### src/rtl/fan_ctrl_pkg.sv
// Shared definitions for the indicator and buzzer sharing logic:
// the arbiter state encoding, default timing constants and a counter-width helper.
package fan_ctrl_pkg;

    typedef enum logic [1:0] {
        ST_IDLE = 2'd0,
        ST_HOLD = 2'd1,
        ST_FREE = 2'd2,
        ST_GAP  = 2'd3
    } arb_state_e;

    localparam int HOLD_TICKS_DEF = 50;
    localparam int GAP_TICKS_DEF  = 10;

    // Width for a counter that must hold values 0..n-1, never narrower than 1 bit.
    function automatic int cnt_width(input int n);
        return (n > 1) ? $clog2(n) : 1;
    endfunction

endpackage

### src/rtl/arb_pick.sv
// Combinational winner selection among a request vector.
// Fixed priority (lowest set index wins) or round-robin starting at 'start'
// and wrapping modulo N_REQ. Shared by the LED and buzzer arbiters.
module arb_pick #(
    parameter  int N_REQ = 4,
    localparam int IDW   = $clog2(N_REQ)
) (
    input  logic [N_REQ-1:0] req,
    input  logic [IDW-1:0]   start,
    input  logic             rr_en,
    output logic [IDW-1:0]   winner,
    output logic             valid
);

    logic [IDW-1:0] idx;

    // Scan candidates in search order and keep the first one that requests.
    always_comb begin
        // NOTE: every output gets a value before the loop so no path leaves it
        // unassigned; otherwise synthesis would infer a latch.
        winner = '0;
        valid  = 1'b0;
        idx    = '0;
        for (int k = 0; k < N_REQ; k++) begin
            idx = IDW'(rr_en ? (int'(start) + k) % N_REQ : k);
            if (!valid && req[idx]) begin
                winner = idx;
                valid  = 1'b1;
            end
        end
    end

endmodule

### src/rtl/indicator_arbiter.sv
// Shares one status LED among N_REQ indicator sources. A granted owner keeps
// the LED for at least HOLD_TICKS cycles; handovers insert GAP_TICKS dark cycles.
// Build option: define INDICATOR_ARB_RR_EN for round-robin selection where any
// other pending request preempts a FREE owner; otherwise fixed priority (index 0 first).
module indicator_arbiter
    import fan_ctrl_pkg::*;
#(
    parameter  int N_REQ      = 4,
    parameter  int HOLD_TICKS = HOLD_TICKS_DEF,
    parameter  int GAP_TICKS  = GAP_TICKS_DEF,
    localparam int IDW        = $clog2(N_REQ)
) (
    input  logic             clk,
    input  logic             rst_n,
    input  logic [N_REQ-1:0] req,
    input  logic [N_REQ-1:0] led_in,
    output logic [N_REQ-1:0] gnt,
    output logic [IDW-1:0]   owner_id,
    output logic             busy,
    output logic             led
);

    localparam int HW     = cnt_width(HOLD_TICKS + 1);
    localparam int GW     = cnt_width(GAP_TICKS + 1);
    localparam bit NO_GAP = (GAP_TICKS == 0);

`ifdef INDICATOR_ARB_RR_EN
    localparam bit RR_EN = 1'b1;
`else
    localparam bit RR_EN = 1'b0;
`endif

    arb_state_e       state;
    logic [HW-1:0]    hold_cnt;
    logic [GW-1:0]    gap_cnt;

    logic [N_REQ-1:0] owner_mask;
    logic             owner_req;
    logic             preempt;
    logic             release_now;
    logic             arb_now;
    logic [IDW-1:0]   pick_start;
    logic [IDW-1:0]   pick_id;
    logic             pick_valid;

    arb_pick #(.N_REQ(N_REQ)) u_pick (
        .req    (req),
        .start  (pick_start),
        .rr_en  (RR_EN),
        .winner (pick_id),
        .valid  (pick_valid)
    );

    // Decide whether the owner lets go this cycle and whether arbitration runs.
    always_comb begin
        owner_mask = N_REQ'(1) << owner_id;
        owner_req  = |(req & owner_mask);
`ifdef INDICATOR_ARB_RR_EN
        preempt    = |(req & ~owner_mask);
`else
        preempt    = |(req & (owner_mask - 1'b1));
`endif
        release_now = ((state == ST_HOLD) && !owner_req) ||
                      ((state == ST_FREE) && (!owner_req || preempt));
        // With no dark gap a release arbitrates on the same edge.
        arb_now     = (state == ST_IDLE) ||
                      ((state == ST_GAP) && (gap_cnt == '0)) ||
                      (release_now && NO_GAP);
        pick_start  = (owner_id == IDW'(N_REQ - 1)) ? '0 : owner_id + 1'b1;
    end

    // Arbiter FSM with both counters and all outputs registered.
    always_ff @(posedge clk or negedge rst_n) begin
        if (!rst_n) begin
            state    <= ST_IDLE;
            hold_cnt <= '0;
            gap_cnt  <= '0;
            gnt      <= '0;
            owner_id <= '0;
            busy     <= 1'b0;
            led      <= 1'b0;
        end else if (arb_now) begin
            // NOTE: non-blocking assignments so every register updates from the
            // values present before this edge, regardless of statement order.
            if (pick_valid) begin
                state    <= ST_HOLD;
                hold_cnt <= HW'(HOLD_TICKS - 1);
                gnt      <= N_REQ'(1) << pick_id;
                owner_id <= pick_id;
                busy     <= 1'b1;
                led      <= led_in[pick_id];
            end else begin
                state <= ST_IDLE;
                gnt   <= '0;
                busy  <= 1'b0;
                led   <= 1'b0;
            end
        end else if (release_now) begin
            state   <= ST_GAP;
            gap_cnt <= GW'(NO_GAP ? 0 : GAP_TICKS - 1);
            gnt     <= '0;
            busy    <= 1'b0;
            led     <= 1'b0;
        end else begin
            case (state)
                ST_HOLD: begin
                    led <= led_in[owner_id];
                    if (hold_cnt == '0) begin
                        state <= ST_FREE;
                    end else begin
                        hold_cnt <= hold_cnt - 1'b1;
                    end
                end
                ST_FREE: begin
                    led <= led_in[owner_id];
                end
                ST_GAP: begin
                    gap_cnt <= gap_cnt - 1'b1;
                end
                default: begin
                    state <= ST_IDLE;
                end
            endcase
        end
    end

endmodule
### config.mk
export PLATFORM = sky130hd
export DESIGN_NAME = indicator_arbiter
export DESIGN_NICKNAME = d
export VERILOG_FILES = /design/src/rtl/fan_ctrl_pkg.sv /design/src/rtl/arb_pick.sv /design/src/rtl/indicator_arbiter.sv
export SDC_FILE = /design/constraint.sdc
export NUM_CORES = 1
export LEC_CHECK = 0
export BUFFER_PORTS_ARGS = -buffer_cell sky130_fd_sc_hd__buf_2
export CAP_MARGIN = 10
export CELL_PAD_IN_SITES_DETAIL_PLACEMENT = 0
export CELL_PAD_IN_SITES_GLOBAL_PLACEMENT = 1
export CORE_UTILIZATION = 46
export CTS_BUF_LIST = sky130_fd_sc_hd__clkbuf_4 sky130_fd_sc_hd__clkbuf_8
export DETAILED_ROUTE_END_ITERATION = 7
export GPL_TIMING_DRIVEN = 1
export PLACE_DENSITY = 0.8
export RECOVER_POWER = 50
export REMOVE_ABC_BUFFERS = 1
export SETUP_SLACK_MARGIN = 0.2
export SLEW_MARGIN = 20
export SYNTH_ARGS = -nofsm -noshare
export SYNTH_HDL_FRONTEND = slang
export SYNTH_HIERARCHICAL = 1
export SYNTH_SLANG_ARGS = --single-unit
export TNS_END_PERCENT = 5
### constraint.sdc
create_clock -name clk -period 2.7 [get_ports clk]
set_clock_uncertainty 0.1 [all_clocks]
set_input_delay 0.54 -clock clk [delete_from_list [all_inputs] [get_ports clk]]
set_output_delay 0.54 -clock clk [all_outputs]
set_load 0.02 [all_outputs]
==> flow_summary_export.csv, run 1 <==
group,metric,value,unit
run_status,outcome,"completed",
setup_path,worstPathArrival,2.39,ns
placed_design,dpl.hpwl,2510,um
floorplan,die_w,60.2,um
power_and_ir_drop,p_per_area,1170,mW/mm^2
synth,yosys_warnings,6,
power_and_ir_drop,vdd.ir_drop.worst,0.000470,V
cts,cts_buffers,3,
synth,yosysMostFrequentCell,"dfrtp_1",
sta,rsz0062_at_grt,"no",
cts,cts_tree,"done",
synth,yosysUniqueCellTypes,62,
global_route,grt_pass1_vias,1312,
route,drt-total-wl,3240,um
final_layout,layout-drive-gt1-share,20.5,%
setup_path,critPathCaptureType,"flip-flop",
placed_design,dpl_cell_area,0.00170,mm^2
floorplan,die_h,60.2,um
synth,ys_async_sr_fraction,100,%
global_route,grt_usage,20.8,%
setup_path,crit_fanout,6,
setup_path,required,2.80,ns
synth,netlist_area,0.00156,mm^2
sta,tns,0,ns
setup_path,cp-start-kind,"flip-flop",
synth,ys_ff_latch,20,
job,maxCapViolations,0,
route,routed-via-count,1342,
sta,max_freq,437,MHz
synth,synth_seq_area_share,32.2,%
synth,synth_area_leaders,"dfrtp_1 32%, ha_1 9.6%, nand2_1 4.1%",
route,drc,0,
power_and_ir_drop,power_leakage,0.800,nW
sta,slew-limit-headroom,29.0,%
setup_path,crit_type,"reg -> reg",
final_layout,nNetsFinal,213,
synth,avgSynthCellArea,9.16,um^2
min_path,hp-class,"in -> async",
cts,insertion_delay,0.30,ns
sta,finalHoldViolations,0,
sta,worst_slew_pin_slew,1.06,ns
synth,synth_commonest_cells,"20 x dfrtp_1, 17 x nand2_1, 16 x inv_1, 12 x ha_1",
synth,synth_enable_flop_cells,0,
route,wl_per_cell,13.8,um
final_layout,fillers,299,
cts,clkSinkCount,20,
synth,synth_top_area_share,32.2,%
synth,syn_inst,170,
sta,min_period,2.29,ns
route,ant_nets,0,
sta,fin_crit_sh,84.7,%
final_layout,final_area,0.00174,mm^2
cts,root_buffer,"clkbuf_4",
sta,maxSlewViolCount,0,
floorplan,io_pins,18,
global_route,overflow,0,
cts,path_clk_slew,0.12,ns
final_layout,area_growth,11.7,%
route,firstDrtPassIters,4,
synth,synth-main-ff-cell,"dfrtp_1",
global_route,grt_pass1_wl,5790,um
route,vias_per_cell,5.74,
setup_path,slowest_delay,0.46,ns
synth,yosys.area.top_type,"dfrtp_1",
floorplan,core,0.00313,mm^2
cts,htree_levels,1,
placed_design,place_congestion,0.855,
floorplan,start_util,49.8,%
floorplan,num_rows,20,
sta,setup_viol,0,
placed_design,port-buffer-count,17,
setup_path,crit_path_cell_trace,"inv_1, ha_1, and2b_1, a2111oi_4, o21ai_2, and2_4, o21a_1, o22a_1",
global_route,antenna_found_initial,0,
setup_path,slowest_stage,"dfrtp_1",
cts,clk_path_buf_depth,2,
cts,post-cts-setup-buffer-count,0,
route,drtIter0Drc,65,
floorplan,die-area,0.00362,mm^2
global_route,grt_max_degree,21,
final_layout,insertedDiodeCount,0,
-- sequential cells by signal, summed over array words and instances, names as in the netlist --
name      cells
gap_cnt       4
busy          1
led           1
owner_id      2
hold_cnt      6
state         2
gnt           4
-- cell usage in the layout (no fill, tap or decap), drive strengths merged, types with 2 or more instances in the layout --
master | synthesis | layout
a31o | 3 | 3
a2111oi | 2 | 2
a32o | 2 | 2
inv | 16 | 16
nor3 | 8 | 8
mux4 | 2 | 2
a22oi | 2 | 2
ha | 12 | 12
and2 | 2 | 2
or2 | 2 | 2
buf | 2 | 15
mux2i | 2 | 2
o31ai | 2 | 2
o21a | 2 | 2
a211oi | 2 | 2
o21ai | 8 | 8
and3 | 4 | 4
nand2b | 4 | 4
o2bb2ai | 2 | 2
mux2 | 3 | 3
a31oi | 3 | 3
nand3 | 2 | 2
dfrtp | 20 | 20
nand2 | 18 | 18
nor2 | 8 | 8
a22o | 2 | 2
a221oi | 2 | 2
a21oi | 9 | 9
clkbuf | 2 | 9
-- metal layers --
metal / vias up / global-route usage, % / routed length [um]
li1: 666 / - / -
met1: 644 / 27.2 / 1560
met2: 26 / 35.5 / 1560
met3: 6 / 3.25 / 94
met4: 0 / 4.98 / 29
met5: - / 0 / 0
-- kinds of logic (layout without fill, tap and decap cells) --
family	Yosys count	in the layout	share of synthesized area (%)
flip-flops	20	20	32.2
other	1	1	0.241
AO/OA/AOI/OAI	51	51	26.0
AND/OR/NAND/NOR	59	59	20.3
adder cells (fa/ha/maj)	12	12	9.65
buffers and inverters	20	40	5.06
multiplexers	7	7	6.59
-- what timing repair did --
item / CTS / global route
hold buffers: 0 / 0
gates resized for setup: 0 / 1
hold endpoints to repair: 0 / 0
endpoints found under the setup margin: 0 / 2
-- final cells by class --
cell class	instances	area [um^2]	area share, %
Inverter	16	60.1	3.46
Sequential cell	20	500	28.8
Clock buffer	4	36.3	2.09
Timing Repair Buffer	20	101	5.83
Multi-Input combinational cell	130	985	56.7
Tap cell	44	55.1	3.17
-- metrics by stage --
step	utilization [%]	std cells	hold WS (ns)	setup WS, ns	total power, mW
2_1_floorplan	-	166	0.144	0.417	1.53
3_3_place_gp	54.4	230	0.355	0.281	1.81
3_5_place_dp	54.4	230	0.371	0.226	1.85
4_1_cts	55.5	234	0.0642	0.360	2.03
5_1_grt	55.6	234	0.370	0.222	2.25
6_report	55.6	234	0.295	0.414	2.03
-- final timing paths --
path	start	endpoint	depth (start not counted)	slack (ns)
max in group asynchronous	rst_n	owner_id[1]	1	1.56
min reg2reg	gnt[1]	gnt[1]	2	0.39
max	owner_id[1]	gap_cnt[3]	8	0.41
max reg2reg	owner_id[1]	gap_cnt[3]	8	0.41
min	rst_n	gap_cnt[2]	1	0.30
min in group clk	gnt[1]	gnt[1]	2	0.39
-- critical path: cells and delay by family (launching register included) --
family                     cells  cell delay (ns)
buffers and inverters          1             0.13
DFF                            1             0.46
adders and majority gates      1             0.19
and+or+nand+nor                2             0.42
AOI/OAI and AO/OA              4             0.90
-- power breakdown --
group	total [mW]	internal, mW	switching (mW)
clock	0.175	0.0822	0.0929
combinational	1.33	0.568	0.764
sequential	0.527	0.422	0.105
total	2.03	1.07	0.962
(Power assumes the default switching activity.)
==> run 2: changes to the inputs <==
==> constraint.sdc (replaced) <==
create_clock -name clk -period 2.2 [get_ports clk]
set_clock_uncertainty 0.1 [all_clocks]
set_input_delay 0.44 -clock clk [delete_from_list [all_inputs] [get_ports clk]]
set_output_delay 0.44 -clock clk [all_outputs]
set_load 0.02 [all_outputs]
==> run 2 against run 1 <==
Effect of this change: critical path depth unchanged; clock power increased by 71%; critical path type unchanged; via count increased by 7.8%; combinational power increased by 47%; first-iteration DRC count increased by 25%; wire length increased by 13%; non-clock buffer count increased by 20; hold slack improved by 0.084 ns; fmax increased by 6.8%; core utilization increased by 6.8 points; sequential share of layout area decreased by 3.1 points; count of clock-buffer cells in the layout decreased by 1.
==> flow_summary_export.csv, run 2 (same netlist as run 1, synthesis figures left out) <==
group,metric,value,unit
run_status,outcome,"completed",
setup_path,slowest_stage,"dfrtp_2",
min_path,min_to,"busy",
global_route,grt_max_degree,21,
placed_design,place_congestion,0.803,
final_layout,top_register,"hold_cnt",
route,firstDrtPassIters,4,
job,maxCapViolations,0,
setup_path,slowest_delay,0.46,ns
floorplan,io_pins,18,
route,ant_nets,0,
final_layout,insertedDiodeCount,0,
cts,htree_levels,1,
final_layout,largest_reg_flops,6,
cts,clkSinkCount,20,
floorplan,core,0.00313,mm^2
route,wl_per_cell,14.4,um
route,drc,0,
power_and_ir_drop,p_per_area,1490,mW/mm^2
route,drtIter0Drc,81,
sta,min_period,2.14,ns
placed_design,port-buffer-count,17,
final_layout,layout-drive-gt1-share,33.6,%
sta,worst_slew_pin_slew,1.08,ns
sta,fin_crit_sh,97.3,%
floorplan,die_h,60.2,um
setup_path,cp-start-kind,"flip-flop",
setup_path,required,2.31,ns
global_route,grt_pass1_wl,6290,um
final_layout,final_common_cell,"buf_4",
sta,maxSlewViolCount,0,
final_layout,largest_registers,"hold_cnt x6, gap_cnt x4, gnt x4",
placed_design,dpl_cell_area,0.00181,mm^2
setup_path,critPathCaptureType,"flip-flop",
cts,clk_path_buf_depth,2,
global_route,antenna_found_initial,0,
sta,rsz0062_at_grt,"yes",
power_and_ir_drop,vdd.ir_drop.worst,0.000592,V
floorplan,die_w,60.2,um
setup_path,timing.rr.end,"hold_cnt[2]",
cts,cts_buffers,3,
final_layout,fillers,279,
sta,setup_viol,0,
final_layout,nNetsFinal,234,
setup_path,timing.rr.start,"owner_id[0]",
route,routed-via-count,1447,
global_route,grt_pass1_vias,1429,
sta,fin_hold_ws,0.379,ns
floorplan,start_util,49.8,%
floorplan,num_rows,20,
final_layout,final_area,0.00195,mm^2
setup_path,r2r_slack,0.06,ns
cts,cts_tree,"done",
placed_design,dpl.hpwl,2680,um
setup_path,cp_common_cell,"a31o_2",
floorplan,die-area,0.00362,mm^2
setup_path,crit_type,"reg -> reg",
setup_path,worstPathArrival,2.25,ns
setup_path,crit_path_cell_trace,"buf_4, ha_1, nand2b_1, a31o_2, o211ai_2, nand2_2, a32o_1, a31o_2",
cts,insertion_delay,0.30,ns
min_path,hp-start,"busy",
final_layout,mostFrequentLayoutCells,"21 x buf_4, 19 x dfrtp_1, 16 x nand2_1, 16 x buf_2, 15 x inv_1",
sta,slew-limit-headroom,27.9,%
route,vias_per_cell,5.67,
final_layout,area_growth,25.2,%
route,drt-total-wl,3670,um
cts,root_buffer,"clkbuf_4",
global_route,overflow,0,
min_path,hp-class,"reg -> reg",
sta,max_freq,467,MHz
setup_path,reg2regPathDepth,8,
min_path,hold_depth,2,
cts,path_clk_slew,0.13,ns
power_and_ir_drop,power_leakage,0.920,nW
setup_path,crit_fanout,5,
sta,finalHoldViolations,0,
global_route,grt_usage,23.0,%
==> run 2: per-stage QoR <==
step | std cells | setup TNS, ns | setup slack, ns | util (%) | total power [mW]
6_report | 255 | 0 | 0.0599 | 62.3 | 2.91
2_1_floorplan | 166 | 0 | 0.00507 | - | 1.88
4_1_cts | 255 | 0 | 0.0402 | 61.9 | 2.86
3_3_place_gp | 244 | -0.0324 | -0.0324 | 57.7 | 2.36
3_5_place_dp | 244 | -0.0613 | -0.0613 | 57.7 | 2.42
5_1_grt | 255 | -0.130 | -0.0396 | 62.3 | 3.17
==> run 2: what timing repair did <==
action                                  CTS  global route
hold buffers                              1             0
gates cloned                              1             0
endpoints found under the setup margin   19            20
pin swaps                                 7             4
buffers inserted                          5             0
resized for setup                         7             6
endpoints found under the hold margin    20             0
==> run 2: layout make-up <==
cell class | count | area (um^2) | share of cell area [%]
multi-input cells | 131 | 1020 | 52.2
inverters | 16 | 60.1 | 3.08
clock inverters | 1 | 30.0 | 1.54
clock buffers | 3 | 22.5 | 1.16
repair buffers | 40 | 263 | 13.5
well taps | 44 | 55.1 | 2.82
flip-flops and latches | 20 | 502 | 25.7
==> run 2: report_power, final <==
group / switching (mW) / internal (mW)
logic: 1.05 / 0.916
clock network: 0.115 / 0.184
registers: 0.126 / 0.520
==> run 2: per-layer routing <==
layer  wire length (um)  GRT usage, %  part of all wire [%]
met2               1820          40.2                    50
met5                  0             0                     0
met4                 49          7.64                   1.3
met1               1640          27.9                    45
met3                151          4.33                   4.1
==> run 2: how the worst max path moves through the flow <==
stage | cells after the start | startpoint | to
detailed placement | 6 | req[2] | led
global route | 10 | owner_id[1] | gap_cnt[0]
floorplan | 8 | owner_id[0] | hold_cnt[2]
CTS | 8 | owner_id[1] | hold_cnt[2]
finish | 8 | owner_id[0] | hold_cnt[2]
global placement | 6 | req[2] | led
==> run 2: worst max-delay path, delay by kind of cell (launching register included) <==
| family | cells | cell delay [ns] |
|---|---|---|
| adders and majority gates | 1 | 0.19 |
| buffers and inverters | 1 | 0.15 |
| DFF | 1 | 0.46 |
| AOI/OAI and AO/OA | 4 | 0.87 |
| and+or+nand+nor | 2 | 0.28 |
==> run 3: changes to the inputs <==
--- a/config.mk
+++ b/config.mk
@@ -5,15 +5,15 @@
 export SDC_FILE = /design/constraint.sdc
 export NUM_CORES = 1
 export LEC_CHECK = 0
-export BUFFER_PORTS_ARGS = -buffer_cell sky130_fd_sc_hd__buf_2
 export CAP_MARGIN = 10
 export CELL_PAD_IN_SITES_DETAIL_PLACEMENT = 0
 export CELL_PAD_IN_SITES_GLOBAL_PLACEMENT = 1
-export CORE_UTILIZATION = 46
+export CORE_UTILIZATION = 50
 export CTS_BUF_LIST = sky130_fd_sc_hd__clkbuf_4 sky130_fd_sc_hd__clkbuf_8
 export DETAILED_ROUTE_END_ITERATION = 7
+export DONT_BUFFER_PORTS = 1
 export GPL_TIMING_DRIVEN = 1
-export PLACE_DENSITY = 0.8
+export PLACE_DENSITY = 0.79
 export RECOVER_POWER = 50
 export REMOVE_ABC_BUFFERS = 1
 export SETUP_SLACK_MARGIN = 0.2
==> run 3 against run 2 <==
Effect of this change: final cell count shrank 14%; sequential cell count is the same; largest power group unchanged; the flow now finishes with violations (design-rule violations); critical path depth grew 1; global-route usage grew 1.2 points; largest cell class unchanged; hold slack gained 0.030 ns; worst setup slack lost 0.046 ns; sequential share of layout area grew 2.3 points; core utilization grew 0.53 points.
==> flow_summary_export.csv, run 3 (same netlist as run 1, synthesis figures left out) <==
group,metric,value,unit
global_route,grt_usage,24.1,%
sta,min_period,2.19,ns
power_and_ir_drop,power_leakage,0.811,nW
min_path,hp-class,"in -> reg",
sta,max_freq,458,MHz
final_layout,fillers,258,
run_status,failed_checks,"design-rule violations",
run_status,outcome,"finished, violations left",
floorplan,num_rows,19,
placed_design,dpl_cell_area,0.00167,mm^2
setup_path,reg2regPathDepth,9,
route,routed-via-count,1398,
final_layout,largest_reg_flops,6,
global_route,grt_max_degree,21,
floorplan,die_w,57.8,um
power_and_ir_drop,clkPwrFrac,7.8,%
floorplan,start_util,54.6,%
floorplan,core,0.00285,mm^2
final_layout,largest_registers,"hold_cnt x6, gap_cnt x4, gnt x4",
route,drc,2,
setup_path,worstPathArrival,2.27,ns
setup_path,r2r_slack,0.01,ns
final_layout,nNetsFinal,211,
final_layout,layout-drive-gt1-share,27.7,%
global_route,overflow,0,
sta,worst_slew_pin_slew,0.916,ns
route,drt-total-wl,3690,um
cts,htree_levels,1,
route,vias_per_cell,6.38,
cts,path_clk_slew,0.11,ns
sta,slew-limit-headroom,38.7,%
final_layout,final_area,0.00179,mm^2
power_and_ir_drop,comb_power_share,65.6,%
cts,cts_buffers,3,
sta,maxSlewViolCount,0,
route,ant_nets,0,
setup_path,cp-start-kind,"flip-flop",
power_and_ir_drop,seq_power_share,26.6,%
power_and_ir_drop,p_int,1.44,mW
floorplan,die-area,0.00334,mm^2
route,drtIter0Drc,45,
power_and_ir_drop,p_per_area,1500,mW/mm^2
setup_path,crit_fanout,5,
floorplan,io_pins,18,
sta,rsz0062_at_grt,"yes",
final_layout,finish.utilization,62.9,%
job,maxCapViolations,0,
placed_design,port-buffer-count,0,
sta,finalHoldViolations,0,
setup_path,crit_path_start,"owner_id[0]",
setup_path,required,2.29,ns
setup_path,crit_end,"hold_cnt[3]",
setup_path,timing.rr.end,"hold_cnt[3]",
final_layout,mostFrequentLayoutCells,"18 x dfrtp_1, 16 x nand2_1, 15 x buf_4",
placed_design,place_congestion,0.910,
sta,fin_crit_sh,99.4,%
global_route,grt_pass1_wl,6200,um
final_layout,area_growth,15.2,%
global_route,grt_pass1_vias,1388,
cts,cts_tree,"done",
sta,setup_viol,0,
global_route,antenna_found_initial,0,
route,firstDrtPassIters,6,
power_and_ir_drop,vdd.ir_drop.worst,0.000633,V
cts,clk_path_buf_depth,2,
final_layout,final_common_cell,"dfrtp_1",
setup_path,crit_type,"reg -> reg",
final_layout,insertedDiodeCount,0,
power_and_ir_drop,power_switching_share,46.5,%
route,wl_per_cell,16.9,um
floorplan,die_h,57.8,um
power_and_ir_drop,switchingPower,1.25,mW
setup_path,critPathCaptureType,"flip-flop",
placed_design,dpl.hpwl,2720,um
cts,insertion_delay,0.30,ns
setup_path,timing.rr.start,"owner_id[0]",
cts,clkSinkCount,20,
final_layout,top_register,"hold_cnt",
cts,root_buffer,"clkbuf_4",
sta,tns,0,ns
run 3: layout make-up:
class | instances | area [um^2] | share of cell area (%)
inverters | 16 | 62.6 | 3.49
clock buffers | 4 | 36.3 | 2.02
repair buffers | 17 | 134 | 7.47
multi-input cells | 131 | 1020 | 56.8
well taps | 31 | 38.8 | 2.16
flip-flops and latches | 20 | 503 | 28.1
run 3: routing by layer:
layer	track usage (%)	up-vias	wire (um)
met2	40.2	47	1760
li1	-	665	-
met1	31.6	674	1660
met5	0	-	0
met4	8.84	0	91
met3	4.24	12	187
run 3: repair_timing:
item,CTS,global route
gates resized for setup,13,4
setup endpoints to repair,18,19
gates cloned,1,0
buffers inserted,3,0
hold endpoints to repair,20,0
hold buffers,1,0
pin swaps,9,4
run 3: critical path, cell delays in order, from the launching register on:
cell      delay, ns
dfrtp_2        0.48
inv_2          0.09
buf_4          0.10
ha_1           0.25
inv_1          0.08
a221oi_2       0.28
o211ai_2       0.18
nand2_2        0.17
a21oi_1        0.09
a211o_1        0.25
run 3: worst min-delay path by stage:
stage	cells after the start	from	to
finish	2	led_in[0]	led
floorplan	0	rst_n	busy
global placement	0	rst_n	gnt[3]
detailed placement	0	rst_n	gnt[3]
global route	2	led_in[0]	led
CTS	2	led_in[0]	led
run 3: stage by stage:
| step | setup slack (ns) | hold slack, ns | power [mW] | cells |
|---|---|---|---|---|
| 3_3_place_gp | 0.0292 | 0.0448 | 2.26 | 210 |
| 5_1_grt | -0.0760 | 0.423 | 2.92 | 219 |
| 6_report | 0.0143 | 0.410 | 2.68 | 219 |
| 4_1_cts | 0.0759 | 0.401 | 2.64 | 219 |
| 2_1_floorplan | 0.00507 | 0.0444 | 1.88 | 166 |
| 3_5_place_dp | -0.0395 | 0.0448 | 2.32 | 210 |
run 3: power by group through the flow:
| stage | Combinational [mW] | Sequential (mW) | Clock [mW] |
|---|---|---|---|
| CTS | 1.71 | 0.705 | 0.222 |
| floorplan | 1.18 | 0.702 | 0 |
| global route | 1.95 | 0.733 | 0.233 |
| finish | 1.76 | 0.714 | 0.210 |
| global placement | 1.57 | 0.695 | 0 |
| detailed placement | 1.62 | 0.704 | 0 |
